## src/rtl/press_count_pkg.sv

```systemverilog
// press_count_pkg: shared constants and the count-action type for the
// press_count block.
package press_count_pkg;

  // Default counter width and its all-ones ceiling.
  localparam int COUNT_W_DEF = 8;
  localparam logic [COUNT_W_DEF-1:0] COUNT_MAX = '1;

  // What the counter does on a given edge.
  typedef enum logic [1:0] {
    ACT_HOLD = 2'd0,
    ACT_UP   = 2'd1,
    ACT_DOWN = 2'd2
  } count_act_e;

endpackage

```

## src/rtl/press_edge.sv

```systemverilog
// press_edge: turns one button level into a single-cycle rise pulse.
// With PRESS_COUNT_SYNC_EN defined the level first passes a two-flop
// synchronizer; otherwise it feeds the edge detector directly.
module press_edge
  import press_count_pkg::*;
(
  input  logic clk,
  input  logic rst,
  input  logic btn,
  output logic rise
);

  logic btn_s;
  logic btn_vld;
  logic prev_p0;

`ifdef PRESS_COUNT_SYNC_EN
  logic sync_p0;
  logic sync_p1;
  logic vld_p0;
  logic vld_p1;

  // Two-flop synchronizer; vld marks when the pipe holds real samples so
  // the reset-cleared flops cannot masquerade as a released button.
  always_ff @(posedge clk) begin
    if (rst) begin
      sync_p0 <= 1'b0;
      sync_p1 <= 1'b0;
      vld_p0  <= 1'b0;
      vld_p1  <= 1'b0;
    end else begin
      sync_p0 <= btn;
      sync_p1 <= sync_p0;
      vld_p0  <= 1'b1;
      vld_p1  <= vld_p0;
    end
  end

  assign btn_s   = sync_p1;
  assign btn_vld = vld_p1;
`else
  assign btn_s   = btn;
  assign btn_vld = 1'b1;
`endif

  // Previous-sample register; reset to 1 so a level already high at
  // reset release needs a fresh 0->1 before it counts.
  always_ff @(posedge clk) begin
    if (rst) begin
      prev_p0 <= 1'b1;
    end else if (btn_vld) begin
      prev_p0 <= btn_s;
    end
  end

  assign rise = btn_vld & btn_s & ~prev_p0;

endmodule

```

## src/rtl/press_count.sv

```systemverilog
// press_count: saturating up/down press counter driven by two buttons.
// Optional build macro: PRESS_COUNT_SYNC_EN (adds input synchronizers
// inside press_edge; counting rules are unchanged).
module press_count
  import press_count_pkg::*;
#(
  parameter int COUNT_W = COUNT_W_DEF
) (
  input  logic               clock0,
  input  logic               clock180,
  input  logic               reset,
  input  logic               countu,
  input  logic               countd,
  output logic [COUNT_W-1:0] nr_presses
);

  localparam logic [COUNT_W-1:0] CNT_TOP = {COUNT_W{1'b1}};

  // clock180 exists only for interface compatibility.
  logic unused_clock180;
  assign unused_clock180 = clock180;

  logic       rise_u;
  logic       rise_d;
  count_act_e act;
  logic [COUNT_W-1:0] count_p0;

  // One step of the counter, clamped at both ends.
  function automatic logic [COUNT_W-1:0] sat_next(
    input logic [COUNT_W-1:0] cur,
    input count_act_e         a
  );
    logic [COUNT_W-1:0] nxt;
    nxt = cur;
    case (a)
      ACT_UP:   if (cur != CNT_TOP) nxt = cur + COUNT_W'(1);
      ACT_DOWN: if (cur != '0)      nxt = cur - COUNT_W'(1);
      default:  nxt = cur;
    endcase
    return nxt;
  endfunction

  press_edge u_edge_u (
    .clk  (clock0),
    .rst  (reset),
    .btn  (countu),
    .rise (rise_u)
  );

  press_edge u_edge_d (
    .clk  (clock0),
    .rst  (reset),
    .btn  (countd),
    .rise (rise_d)
  );

  // Decode the two rise pulses; simultaneous presses cancel.
  always_comb begin
    act = ACT_HOLD;
    if (rise_u && !rise_d) act = ACT_UP;
    else if (rise_d && !rise_u) act = ACT_DOWN;
  end

  // Counter register; reset wins over any press on the same edge.
  always_ff @(posedge clock0) begin
    if (reset) begin
      count_p0 <= '0;
    end else begin
      count_p0 <= sat_next(count_p0, act);
    end
  end

  assign nr_presses = count_p0;

endmodule

```

## config.mk

```make
export PLATFORM = sky130hd
export DESIGN_NAME = press_count
export DESIGN_NICKNAME = d
export VERILOG_FILES = /design/src/rtl/press_count_pkg.sv /design/src/rtl/press_edge.sv /design/src/rtl/press_count.sv
export SDC_FILE = /design/constraint.sdc
export NUM_CORES = 1
export LEC_CHECK = 0
export BUFFER_PORTS_ARGS = -buffer_cell sky130_fd_sc_hd__buf_4
export CORE_MARGIN = 5
export CORE_UTILIZATION = 40
export DETAILED_ROUTE_END_ITERATION = 10
export GPL_TIMING_DRIVEN = 0
export HOLD_SLACK_MARGIN = 0.05
export SYNTH_ARGS = -nofsm -noshare
export SYNTH_HDL_FRONTEND = slang
export SYNTH_SLANG_ARGS = --single-unit
```

## constraint.sdc

```tcl
create_clock -name clock0 -period 2.5 [get_ports clock0]
set_input_delay 0.25 -clock clock0 [delete_from_list [all_inputs] [get_ports clock0]]
set_output_delay 0.25 -clock clock0 [all_outputs]
set_load 0.01 [all_outputs]
```

==> summary.md <==
| Metric | Value |
|---|---|
| Syn-to-layout area delta | `20.7%` |
| Post-synthesis sequential area ratio | `0.232` |
| Max Fanout on Critical Path | `4` |
| Synthesized area | `~860 um2` |
| Initial antenna violation count | `0` |
| Outcome | `completed` |
| Worst VDD drop | `around 0.21 mV` |
| Post-layout util | `0.521` |
| Design area | `1040 um2` |
| CP required | `2.70 ns` |
| Post-Place Cells | `around 150` |
| RR Endpoint | `nr_presses[4]` |
| Final Cycle Share | `0.957` |
| Cell Count, Final, Fillers Out | `roughly 150` |
| Routed WL | `about 1.9 mm` |
| Cts hold-fix bufs | `0` |
| Max Clk Rate | `around 0.42 GHz` |
| Worst Reg-to-Reg Cells | `11` |
| LEAKAGE | `0.398 nW` |
| Iteration-0 DRC Markers | `13` |
| Fill count | `~210` |
| Latest clock arrival within the worst-skew pair | `roughly 0.27 ns` |
| Gr usage total | `0.123` |
| Yosys warning count | `0` |
| Slew headroom | `0.689` |
| Vias post-DR | `between 700 and 800` |
| CTS Buffer Depth | `2` |
| GRT overflow | `0` |
| Post-synth EDFFs | `0` |
| Worst R2R Setup Slack | `0.11 ns` |
| CP Capture Type | `flip-flop` |
| H-tree level count | `1` |
| Startpoint Class | `flip-flop` |
| First-pass GRT wire length | `between 3 and 4 mm` |
| Vert. Die Dim | `approximately 56 um` |
| Post-synth top area cell | `dfxtp_1` |
| Via/cell ratio | `~5.3` |
| Worst hold path type | `input pin to flip-flop` |
| CTS Sinks | `10` |
| Finish-stage setup viols | `0` |
| Max Cap Viol | `0` |
| #FFs+latches synth | `10` |
| Core ar. | `around 2000 um2` |
| Post-DP HPWL | `1.43 mm` |
| ANT nets after route | `0` |
| Die area | `~3200 um2` |
| Vias in the first global route | `approximately 690` |
| DR WL/cell | `12.8 um` |
| Port-buffer cells | `10` |
| Final min period | `approximately 2.4 ns` |
| Final GP Congestion | `roughly 0.87` |
| TritonCTS clock tree | `done` |
| Worst setup margin | `0.107 ns` |
| Inserted Diodes | `0` |
| Cells along the critical path | `nand2b_2, ha_4, buf_12, xor2_1, ha_2, or3_1, a21oi_2, nor3_1, xnor2_1, or3_1, a21oi_2` |
| Area contributors post-synth | `dfxtp_1 (23%), ha_1 (5.8%), buf_6 (5.2%), a21oi_1 (4.6%), nor2_1 (4.3%)` |
| Pre-CTS WS | `-0.271 ns` |
| Mean Syn Cell Area | `around 8 um2` |
| Largest net degree at the start of global routing | `20` |
| Crit path DAT | `roughly 2.6 ns` |
| Pre-antenna DRT Iters | `4` |
| Synth top cells by count | `dfxtp_1 (10), nor2_1 (10), a21oi_1 (8), o21ai_0 (5), or3_1 (5)` |
| Clk root buf | `clkbuf_4` |
| Cells after synthesis | `between 100 and 150` |
| Power per Cell Area | `roughly 380 nW/um2` |
| Final Slew Violations | `0` |
| WS Path Type | `flip-flop to flip-flop` |
| Pwr Total | `roughly 400 uW` |
| Synthesized net count | `117` |
| Area post-placement | `around 980 um2` |
| TritonCTS Buffers | `3` |
| Reg2reg start | `u_edge_u.prev_p0` |
| CP peak stage delay | `0.33 ns` |
| Row Count | `16` |
| Async SR Flop Fraction | `0` |
| Clk pin slew, worst setup/hold paths | `roughly 0.06 ns` |
| Final Hold Fails | `0` |
| Slew of the pin with the lowest slew margin | `between 0.4 and 0.5 ns` |
| Cell at the slowest stage of the critical path | `or3_1` |
| Post-synth cell types | `42` |
| Share of cells above drive strength 1 | `0.295` |
| I/O Pins | `13` |
| Post-route DRC | `0` |
| Crit path from | `u_edge_u.prev_p0` |
| Setup Skew | `0.000191 ns` |
| Layout Nets | `~130` |
| Post-synth top area share | `0.232` |
| Critical Path Sink | `nr_presses[4]` |
| Die width | `between 50 and 60 um` |
| Initial core utilization | `0.432` |
| Ys flop type | `dfxtp_1` |
==> area by class of cell <==
class / count / area (um2) / share of cell area
Multi-Input combinational cell: 84 / 596 / 0.571
Timing Repair Buffer: 12 / 90.1 / 0.0863
Sequential cell: 10 / 200 / 0.192
Inverter: 4 / 15.0 / 0.0144
Clock buffer: 3 / 22.5 / 0.0216
Buffer: 9 / 86.3 / 0.0827
Tap cell: 27 / 33.8 / 0.0324
==> where the power goes <==
| part | leakage [nW] | switching, mW | total [mW] | internal [mW] |
|---|---|---|---|---|
| clock | 0.0138 | 0.0563 | 0.112 | 0.0557 |
| combinational | 0.303 | 0.0592 | 0.111 | 0.0522 |
| sequential | 0.0817 | 0.00840 | 0.176 | 0.167 |
| total | 0.398 | 0.124 | 0.399 | 0.275 |
==> metal layers <==
layer,global-route usage,share of wire,vias to the layer above
li1,-,-,417
met1,0.171,0.49,355
met2,0.185,0.46,20
met3,0.0229,0.031,5
met4,0.0508,0.013,0
met5,0,0,-
==> metrics by stage <==
stage,setup TNS [ns],hold slack [ns]
3_5_place_dp,-0.531,0.450
6_report,0,0.174
5_1_grt,-0.0255,0.177
4_1_cts,0,0.170
3_3_place_gp,-0.492,0.447
2_1_floorplan,-0.00356,0.354
==> critical path, delay by kind of cell (launching register included) <==
family	cells	cell delay [ns]
simple gates	4	0.94
fa+ha+maj	2	0.37
compound gates	2	0.32
flops	1	0.30
xor+xnor	2	0.28
buf+inv	1	0.12
==> sequential cells by signal (all words and copies together) (netlist names) <==
name	cells
u_edge_u.prev_p0	1
u_edge_d.prev_p0	1
nr_presses	8
==> cell families after synthesis <==
logic type / Yosys count / synth area share
fa+ha+maj: 4 / 0.0579
xor+xnor: 7 / 0.0709
buf+inv: 14 / 0.109
mux: 1 / 0.0116
flops: 10 / 0.232
simple gates: 42 / 0.269
compound gates: 30 / 0.250
==> timing repair <==
item                                   4_1_cts  5_1_grt
buffers inserted                             0        2
pin swaps                                    0        2
resized for setup                            6        3
endpoints found under the hold margin        0        0
setup endpoints to repair                    2        2
==> cells in the final DEF (no fill, tap or decap), types with 3 or more instances in the layout <==
| cell type | n |
|---|---|
| a21oi_1 | 6 |
| nand3b_1 | 3 |
| nand2_1 | 3 |
| clkbuf_4 | 3 |
| o21ai_0 | 5 |
| dfxtp_1 | 10 |
| xnor2_1 | 3 |
| nand3_1 | 4 |
| or3_1 | 5 |
| nor3_1 | 4 |
| nor2_1 | 10 |
| xor2_1 | 4 |
| buf_6 | 4 |
| buf_4 | 13 |
==> worst min-delay path by stage <==
stage / cells after the start / slack [ns] / to / start
2_1_floorplan: 1 / 0.35 / u_edge_d.prev_p0 / countd
3_3_place_gp: 2 / 0.45 / u_edge_u.prev_p0 / countu
3_5_place_dp: 2 / 0.45 / u_edge_d.prev_p0 / countd
4_1_cts: 2 / 0.17 / u_edge_d.prev_p0 / countd
5_1_grt: 2 / 0.18 / u_edge_d.prev_p0 / countd
6_report: 2 / 0.17 / u_edge_d.prev_p0 / countd
Note: power is estimated with default switching activity, not from simulation.
